<file path="src/rtl/mtm_alu_deserializer_if.sv">
// Bus bundle between the mtm_Alu serial line, the deserializer and the ALU core.
// The slave side is the deserializer. The master side is whatever drives the
// serial line and consumes the recovered operands.
interface mtm_alu_deserializer_if;
  logic        sin;
  logic [31:0] B;
  logic [31:0] A;
  logic [2:0]  op;
  logic [3:0]  crc;
  logic        r_valid;
  logic        err_data;

  modport master (
    output sin,
    input  B,
    input  A,
    input  op,
    input  crc,
    input  r_valid,
    input  err_data
  );

  modport slave (
    input  sin,
    output B,
    output A,
    output op,
    output crc,
    output r_valid,
    output err_data
  );
endinterface

</file>
<file path="src/rtl/mtm_alu_deserializer.sv">
// mtm_Alu serial receiver.
// Samples one line bit per clock and rebuilds 11-bit frames:
//   start(0), type(0=DATA, 1=CTL), d7..d0, stop(1).
// A packet is eight DATA frames (B bytes 3..0, then A bytes 3..0, MSB byte
// first) closed by one CTL frame that carries op and crc. A clean packet
// produces a single-cycle r_valid. A framing or sequencing fault produces a
// single-cycle err_data and restarts packet assembly.
module mtm_alu_deserializer (
  input  logic                  clk,
  input  logic                  rst,
  mtm_alu_deserializer_if.slave bus
);

  localparam int         DATA_W     = 8;
  localparam int         WORD_W     = 32;
  localparam logic [3:0] PKT_FRAMES = 4'd8;

  typedef enum logic [1:0] {
    IDLE = 2'd0,
    TYPE = 2'd1,
    BITS = 2'd2,
    STOP = 2'd3
  } state_t;

  state_t              state;
  state_t              state_nxt;

  // control strobes decoded from the current state
  logic                type_ld;
  logic                bit_sh;
  logic                frm_eval;

  logic [2:0]          bit_cnt;
  logic [3:0]          frm_cnt;

  // frame capture stage
  logic [DATA_W-1:0]   shift_p0;
  logic                type_p0;

  // evaluated outputs, one cycle after the stop bit
  logic [WORD_W-1:0]   b_p1;
  logic [WORD_W-1:0]   a_p1;
  logic [2:0]          op_p1;
  logic [3:0]          crc_p1;
  logic                vld_p1;
  logic                err_p1;

  // Place a received byte into a 32-bit operand; lane 0 is the MSB byte.
  function automatic logic [WORD_W-1:0] put_byte(
    input logic [WORD_W-1:0] w,
    input logic [1:0]        lane,
    input logic [DATA_W-1:0] d
  );
    logic [WORD_W-1:0] r;
    r = w;
    case (lane)
      2'd0:    r[31:24] = d;
      2'd1:    r[23:16] = d;
      2'd2:    r[15:8]  = d;
      default: r[7:0]   = d;
    endcase
    return r;
  endfunction

  // State register.
  always_ff @(posedge clk or negedge rst) begin
    if (!rst) begin
      state <= IDLE;
    end else begin
      state <= state_nxt;
    end
  end

  // Next-state logic. A low line in IDLE is the start bit, consumed at once,
  // so the following cycle already carries the type bit.
  always_comb begin
    state_nxt = state;
    case (state)
      IDLE: if (!bus.sin) state_nxt = TYPE;
      TYPE: state_nxt = BITS;
      BITS: if (bit_cnt == 3'd7) state_nxt = STOP;
      STOP: state_nxt = IDLE;
      default: state_nxt = IDLE;
    endcase
  end

  // State-decoded control strobes.
  always_comb begin
    type_ld  = 1'b0;
    bit_sh   = 1'b0;
    frm_eval = 1'b0;
    case (state)
      TYPE:    type_ld  = 1'b1;
      BITS:    bit_sh   = 1'b1;
      STOP:    frm_eval = 1'b1;
      default: ;
    endcase
  end

  // Frame capture: type bit, data bit counter and MSB-first shift register.
  always_ff @(posedge clk or negedge rst) begin
    if (!rst) begin
      type_p0  <= 1'b0;
      bit_cnt  <= 3'd0;
      shift_p0 <= '0;
    end else begin
      if (type_ld) begin
        type_p0 <= bus.sin;
        bit_cnt <= 3'd0;
      end
      if (bit_sh) begin
        shift_p0 <= {shift_p0[DATA_W-2:0], bus.sin};
        bit_cnt  <= bit_cnt + 3'd1;
      end
    end
  end

  // Frame evaluation in the stop cycle. The frame counter never exceeds 8,
  // because every evaluation that sees 8 clears it. Any fault drops the
  // partial packet and restarts assembly from byte 0.
  always_ff @(posedge clk or negedge rst) begin
    if (!rst) begin
      frm_cnt <= 4'd0;
      b_p1    <= '0;
      a_p1    <= '0;
      op_p1   <= 3'd0;
      crc_p1  <= 4'd0;
      vld_p1  <= 1'b0;
      err_p1  <= 1'b0;
    end else begin
      vld_p1 <= 1'b0;
      err_p1 <= 1'b0;
      if (frm_eval) begin
        if (!bus.sin) begin
          err_p1  <= 1'b1;
          frm_cnt <= 4'd0;
        end else if (!type_p0) begin
          if (frm_cnt == PKT_FRAMES) begin
            err_p1  <= 1'b1;
            frm_cnt <= 4'd0;
          end else begin
            if (frm_cnt[2]) begin
              a_p1 <= put_byte(a_p1, frm_cnt[1:0], shift_p0);
            end else begin
              b_p1 <= put_byte(b_p1, frm_cnt[1:0], shift_p0);
            end
            frm_cnt <= frm_cnt + 4'd1;
          end
        end else begin
          if (frm_cnt == PKT_FRAMES) begin
            op_p1  <= shift_p0[6:4];
            crc_p1 <= shift_p0[3:0];
            vld_p1 <= 1'b1;
          end else begin
            err_p1 <= 1'b1;
          end
          frm_cnt <= 4'd0;
        end
      end
    end
  end

  assign bus.B        = b_p1;
  assign bus.A        = a_p1;
  assign bus.op       = op_p1;
  assign bus.crc      = crc_p1;
  assign bus.r_valid  = vld_p1;
  assign bus.err_data = err_p1;

endmodule

</file>
<file path="src/flat_wrapper.sv">
// flat-port wrapper written by rule: the top's interface ports become plain ports
module mtm_alu_deserializer_flat 
  (clk, rst, bus_sin, bus_B, bus_A, bus_op, bus_crc, bus_r_valid, bus_err_data);
  mtm_alu_deserializer_if bus_i ();
  input  logic clk;
  input  logic rst;
  input wire logic [$bits(bus_i.sin)-1:0] bus_sin;
  output wire logic [$bits(bus_i.B)-1:0] bus_B;
  output wire logic [$bits(bus_i.A)-1:0] bus_A;
  output wire logic [$bits(bus_i.op)-1:0] bus_op;
  output wire logic [$bits(bus_i.crc)-1:0] bus_crc;
  output wire logic [$bits(bus_i.r_valid)-1:0] bus_r_valid;
  output wire logic [$bits(bus_i.err_data)-1:0] bus_err_data;
  assign bus_i.sin = bus_sin;
  assign bus_B = bus_i.B;
  assign bus_A = bus_i.A;
  assign bus_op = bus_i.op;
  assign bus_crc = bus_i.crc;
  assign bus_r_valid = bus_i.r_valid;
  assign bus_err_data = bus_i.err_data;
  mtm_alu_deserializer u_core (.clk(clk), .rst(rst), .bus(bus_i));
endmodule
</file>
<file path="config.mk">
export PLATFORM = sky130hd
export DESIGN_NAME = mtm_alu_deserializer_flat
export DESIGN_NICKNAME = d
export VERILOG_FILES = /design/src/rtl/mtm_alu_deserializer_if.sv /design/src/rtl/mtm_alu_deserializer.sv /design/src/flat_wrapper.sv
export SDC_FILE = /design/constraint.sdc
export NUM_CORES = 1
export LEC_CHECK = 0
export ABC_AREA = 1
export CAP_MARGIN = 20
export CORE_MARGIN = 1
export CORE_UTILIZATION = 45
export DETAILED_ROUTE_END_ITERATION = 8
export GPL_ROUTABILITY_DRIVEN = 0
export GPL_TIMING_DRIVEN = 0
export PLACE_DENSITY = 0.81
export SLEW_MARGIN = 30
export SYNTH_ARGS = -nofsm -noshare
export SYNTH_HDL_FRONTEND = slang
export SYNTH_SLANG_ARGS = --single-unit
</file>
<file path="constraint.sdc">
create_clock -name clk -period 2.1 [get_ports clk]
set_clock_uncertainty 0.15 [all_clocks]
set_input_delay 0.525 -clock clk [delete_from_list [all_inputs] [get_ports clk]]
set_output_delay 0.525 -clock clk [all_outputs]
set_load 0.05 [all_outputs]
</file>
==> summary.md, run 1 <==
| Metric | Value |
|---|---|
| Arrival time at the worst endpoint | 2.06 ns |
| Max Freq | 509 MHz |
| Pint | 3.14 mW |
| Post-synth top area cell | dfrtp_1 |
| Die width | 97.3 microns |
| Hpwl dp | 6490 microns |
| Slew margin rel. | 53.6% |
| Cell variety after synth | 30 |
| Reg clk slew, reported paths | 0.09 ns |
| Sw power | 2.48 mW |
| Multi-input logic area | 0.00159 sq mm |
| Vias after detailed routing | 3,281 |
| Clock buffer count from CTS | 9 |
| Post-DRT Antenna Nets | 0 |
| Clock tree buffer depth | 2 |
| Core box area | 0.00876 sq mm |
| Max cap viols | 0 |
| Ys Warns | 0 |
| FP Rows | 34 |
| Setup Buffers After CTS | 0 |
| Initial antenna violation count | 0 |
| Sw frac | 44.1% |
| Crit. End Element | flop |
| Peak VDD IR | 0.661 mV |
| Status | completed |
| First-pass GRT wire length | 16,300 microns |
| Initial core utilization | 46.6% |
| Top Ports | 76 |
| Final Max Tran Viols | 0 |
| Die ar. | 0.00946 sq mm |
| FF/Latch Area | 0.00228 sq mm |
| CP required | 2.20 ns |
| # nets final | 532 |
| CP Max Fanout | 10 |
| GRT Util Overall | 21.7% |
| Logic gate share of total power | 40.2% |
| Clock sink count | 91 |
| CTS HTree Levels | 3 |
| Top area cells in the synthesized netlist | dfrtp_1, nand2_1, ha_1 |
| TNS Setup | 0 ns |
| Total power | 5.62 mW |
| Clock share of power | 20.5% |
| Period utilisation layout | 93.5% |
| Root buffer cell | clkbuf_8 |
| Final core occ | 58.3% |
| First DRT Iteration DRCs | 255 |
| Die Height | 97.3 microns |
| Post-synth top area share | 55.7% |
| Post-Syn Instances | 428 |
| Final hold violation count | 0 |
| N_diodes | 0 |
| CP Launch Type | flop |
| Post-route DRC violation count | 0 |
| Register area share after synthesis | 55.7% |
| IO buf count | 74 |
| CTS tree | built |
| Synth Register Bits | 91 |
| Synthesis-to-layout area growth | 25.1% |
| RSZ-0062 raised after global routing | no |
| CP Class | flop to flop |
| Avg Inst Size Synth | 9.54 sq um |
| HP Class | flop to flop |
| Synth Cell Area | 0.00409 sq mm |
| Drt via density | 5.22 |
| Gr ovfl total | 0 |
| Min Tclk post-route | 1.96 ns |
| Vias in the first global route | 3,189 |
| Pwr dens | 1100 mW/mm^2 |
| Fill cell count | 788 |
| Final setup violation count | 0 |
| Seq pwr share | 39.3% |
| Largest net degree at the start of global routing | 68 |
| Clk_lat worst skew | 0.35 ns |
| Wire length per cell | 15.3 microns |
| Drt first pass iters | 6 |
| Net Count, Synth | 444 |
| Static Leakage | 2.93 nW |
| Slew @ Worst Pin | 0.696 ns |
| Layout cell share with drive strength beyond 1 | 12.3% |
| DRT Wirelength | 9640 microns |
-- Yosys cell counts, drive strengths merged --
cell and number:
nand2 164, dfrtp 91, o21ai 52, nand4 28, inv 20, nor2 15, buf 14, ha 13
nand3 13, clkbuf 9, a21oi 3, clkinv 2, o21a 1, o21bai 1, or2 1, xor2 1
-- worst max-delay path, cell delays in order, from the launching register on --
cell and delay [ns]:
dfrtp_1 0.40, inv_1 0.11, ha_2 0.24, nand3_1 0.14, ha_2 0.24, nand3_4 0.15, buf_6 0.18, o21ai_0 0.17
nand2_1 0.07
-- placed cells by master (no fill, tap or decap), types with 2 or more instances in the layout --
master / count
a21oi_1: 3
buf_2: 3
buf_4: 5
buf_6: 7
clkbuf_1: 11
clkbuf_8: 9
clkinv_2: 4
dfrtp_1: 91
dlygate4sd2_1: 73
ha_1: 11
ha_2: 2
inv_1: 18
inv_2: 2
nand2_1: 155
nand2_2: 4
nand2_4: 4
nand3_1: 12
nand4_1: 25
nand4_4: 2
nor2_1: 8
nor2_4: 6
o21ai_0: 28
o21ai_1: 17
o21ai_2: 7
-- power groups by stage --
stage	logic, mW	registers [mW]	clock network, mW
after floorplan	0.973	2.85	0
after global placement	2.28	2.25	0
after detailed placement	2.36	2.25	0
after CTS	2.25	2.21	1.16
after global routing	2.44	2.24	1.23
final	2.26	2.21	1.15
-- metrics by stage --
stage,worst slack [ns],hold slack [ns],area [sq um],cells
detailed placement,0.0274,0.249,4990,611
finish,0.136,0.321,5110,629
CTS,0.00884,0.317,5090,628
floorplan,0.222,0.0794,4090,428
global placement,-2.85,0.309,4960,610
global route,0.0116,0.329,5110,629
-- final cells by class --
cell class	count	area share [%]
repair buffers	76	13.5
plain buffers	23	3.01
clock buffers	11	2.57
flip-flops and latches	91	44.6
clock inverters	5	1.05
well taps	108	2.64
multi-input cells	293	31.1
inverters	22	1.64
-- final timing paths --
| kind | startpoint | endpoint | slack (ns) | depth (start not counted) |
|---|---|---|---|---|
| max | u_core.frm_cnt[0] | u_core.bus.A[11] | 0.14 | 8 |
| min | u_core.bus.B[28] | u_core.bus.B[28] | 0.32 | 2 |
| max reg2reg | u_core.frm_cnt[0] | u_core.bus.A[11] | 0.14 | 8 |
| min reg2reg | u_core.bus.B[28] | u_core.bus.B[28] | 0.32 | 2 |
| max in group asynchronous | rst | u_core.bus.op[0] | 0.78 | 3 |
| min in group asynchronous | rst | u_core.bus.A[15] | 0.44 | 2 |
-- logic make-up (layout without fill, tap and decap cells) --
| group | after synthesis | in the layout | synth area share [%] |
|---|---|---|---|
| simple gates | 221 | 222 | 26.6 |
| flops | 91 | 91 | 55.7 |
| compound gates | 57 | 57 | 7.75 |
| buf+inv | 45 | 137 | 5.76 |
| fa+ha+maj | 13 | 13 | 3.98 |
| xor+xnor | 1 | 1 | 0.214 |
-- flip-flops by register name (all words and copies together) (netlist names) --
| signal | count |
|---|---|
| u_core.bus.A | 32 |
| u_core.bus.B | 32 |
| u_core.shift_p0 | 8 |
| u_core.bus.crc | 4 |
| u_core.frm_cnt | 4 |
| u_core.bit_cnt | 3 |
| u_core.bus.op | 3 |
| u_core.state | 2 |
| u_core.bus.err_data | 1 |
| u_core.bus.r_valid | 1 |
| u_core.type_p0 | 1 |
-- metal layers --
metal,track usage (%),up-vias,part of all wire (%)
met5,0,-,0
met4,6.56,0,1.4
met3,3.67,14,5.6
met2,33.5,100,48
met1,31.5,1583,45
li1,-,1584,-
-- what timing repair did --
item                       CTS  global route
hold endpoints to repair    24             0
resized for setup           73             5
hold buffers                 1             0
cloned                       0             1
setup endpoints to repair   73            32
Note: power is estimated with default switching activity, not from simulation.
==> run 2, diff against run 1 <==
--- a/config.mk
+++ b/config.mk
@@ -12,6 +12,7 @@
 export DETAILED_ROUTE_END_ITERATION = 8
 export GPL_ROUTABILITY_DRIVEN = 0
 export GPL_TIMING_DRIVEN = 0
+export HOLD_SLACK_MARGIN = 0.12
 export PLACE_DENSITY = 0.81
 export SLEW_MARGIN = 30
 export SYNTH_ARGS = -nofsm -noshare
==> constraint.sdc (replaced) <==
create_clock -name clk -period 2.1 [get_ports clk]
set_clock_uncertainty 0.15 [all_clocks]
set_input_delay 0.525 -clock clk [delete_from_list [all_inputs] [get_ports clk]]
set_output_delay 0.525 -clock clk [all_outputs]
set_load 0.1 [all_outputs]
==> summary.md, run 2 (synthesized netlist as in run 1, its figures left out) <==
| Metric | Value |
|---|---|
| # nets final | 532 |
| Gr ovfl total | 0 |
| Min Tclk post-route | 1.99 ns |
| Final Max Tran Viols | 0 |
| R2R Path End | u_core.bus.A[11] |
| CP Class | flop to output port |
| Post-route DRC violation count | 0 |
| Worst R2R Path Depth | 8 |
| Crit path max-delay cell type | clkdlybuf4s15_2 |
| Final hold violation count | 0 |
| Layout cell share with drive strength beyond 1 | 26.3% |
| Initial core utilization | 46.6% |
| Die ar. | 0.00946 sq mm |
| Vias after detailed routing | 3,291 |
| Worst path max stage delay | 0.57 ns |
| Wire length per cell | 15.4 microns |
| CP required | 1.42 ns |
| Wire length on met3 | 501 microns |
| Peak VDD IR | 0.817 mV |
| DRT Wirelength | 9700 microns |
| Largest net degree at the start of global routing | 68 |
| Worst Hold End | u_core.bus.B[26] |
| Die Height | 97.3 microns |
| Drt first pass iters | 5 |
| Pwr dens | 1210 mW/mm^2 |
| First-pass GRT wire length | 16,400 microns |
| Met2 WL | 4760 microns |
| CP Max Fanout | 2 |
| Placed insts | 611 |
| Post-route cell area | 0.00529 sq mm |
| Status | completed |
| Final setup violation count | 0 |
| Clock buffer count from CTS | 9 |
| Vias in the first global route | 3,239 |
| Static Leakage | 2.62 nW |
| Clk_lat worst skew | 0.35 ns |
| Arrival time at the worst endpoint | 1.31 ns |
| N_diodes | 0 |
| Met1 Routed Length | 4340 microns |
| Root buffer cell | clkbuf_8 |
| Slew margin rel. | 53.9% |
| Commonest non-fill, non-tap cells in the layout | nand2_1, dfrtp_1, clkdlybuf4s15_2, o21ai_0, nand4_1 |
| RSZ-0062 raised after global routing | no |
| Reg clk slew, reported paths | 0.09 ns |
| Post-DRT Antenna Nets | 0 |
| CP bufs+invs | 1 |
| Top Ports | 76 |
| CTS HTree Levels | 3 |
| Placement Cell Area | 0.00499 sq mm |
| Die width | 97.3 microns |
| Clock sink count | 91 |
| Hpwl dp | 6490 microns |
| TNS Setup | 0 ns |
| Top Layer Used | met4 |
| Final core occ | 60.4% |
| Worst hold margin | 0.328 ns |
| Crit. End Element | output port |
| CTS tree | built |
| Period utilisation layout | 94.8% |
| Drt via density | 5.23 |
| Finished Layout Cells | 629 |
| Synthesis-to-layout area growth | 29.6% |
| CP Launch Type | flop |
| Delay-heaviest family, CP | buffers and inverters |
| Slew @ Worst Pin | 0.691 ns |
| IO buf count | 74 |
| Crit-path cells | clkdlybuf4s15_2 |
| Min-delay src | u_core.bus.B[26] |
| FP Rows | 34 |
| Clock tree buffer depth | 2 |
| Core box area | 0.00876 sq mm |
| Most common cell after layout, fill and taps aside | nand2_1 |
| Worst hold path depth | 2 |
| GRT Util Overall | 21.8% |
| Reg2Reg Setup Slack | 0.13 ns |
| First DRT Iteration DRCs | 270 |
| HP Class | flop to flop |
| Initial antenna violation count | 0 |
| Max cap viols | 0 |
| Reg-to-Reg Start | u_core.frm_cnt[0] |
| Max Freq | 503 MHz |
## run 2: cell count changes in the layout (fill, tap and decap cells not counted), sizes merged
| cell | before | now |
|---|---|---|
| clkdlybuf4s15 | 0 | 73 |
| dlygate4sd2 | 73 | 0 |
## run 2: area by class of cell
| class | count | area, sq um |
|---|---|---|
| inverter | 22 | 83.8 |
| timing repair buffer | 76 | 871 |
| clock inverter | 5 | 53.8 |
| multi-input combinational | 293 | 1590 |
| fill | 741 | 3470 |
| buffer | 23 | 154 |
| clock buffer | 11 | 131 |
| sequential | 91 | 2280 |
| tap | 108 | 135 |
## run 2: worst max path at each step
| stage | start | end | slack, ns | cells after the start |
|---|---|---|---|---|
| final | u_core.bus.A[25] | bus_A[25] | 0.11 | 1 |
| after global routing | u_core.frm_cnt[0] | u_core.bus.A[10] | 0.01 | 8 |
| after CTS | u_core.frm_cnt[0] | u_core.bus.A[0] | 0.009 | 8 |
| after detailed placement | u_core.bus.A[20] | bus_A[20] | -0.08 | 1 |
| after global placement | rst | u_core.bus.B[26] | -2.85 | 1 |
| after floorplan | u_core.frm_cnt[0] | u_core.bus.A[0] | 0.20 | 8 |
## run 2: through the flow
step	total power, mW	setup slack (ns)
floorplan	4.49	0.204
detailed placement	5.29	-0.0788
finish	6.38	0.110
global route	6.69	0.0116
CTS	6.38	0.00884
global placement	5.21	-2.85
## run 2: per-layer routing
layer	GRT usage, %	vias up
li1	-	1577
met1	31.6	1595
met2	33.8	107
met3	3.74	12
met4	6.56	0
met5	0	-
## run 2: what timing repair did
action | CTS | global route
setup buffers | 0 | 0
gates resized for setup | 219 | 5
hold buffers | 1 | 0
hold endpoints to repair | 24 | 0
setup endpoints to repair | 73 | 32
cloned | 0 | 1
pin swaps | 0 | 0
## run 2: where the power goes
part / total, mW / internal [mW] / leakage [nW] / switching [mW]
combinational: 3.02 / 0.616 / 1.27 / 2.40
sequential: 2.22 / 2.05 / 1.25 / 0.168
clock: 1.15 / 0.548 / 0.0971 / 0.600
==> run 3, diff against run 2 <==
--- a/config.mk
+++ b/config.mk
@@ -6,7 +6,7 @@
 export NUM_CORES = 1
 export LEC_CHECK = 0
 export ABC_AREA = 1
-export CAP_MARGIN = 20
+export CAP_MARGIN = 5
 export CORE_MARGIN = 1
 export CORE_UTILIZATION = 45
 export DETAILED_ROUTE_END_ITERATION = 8
==> results of run 3 <==
Same layout as run 2: the final DEF is identical, and so are final timing and power.
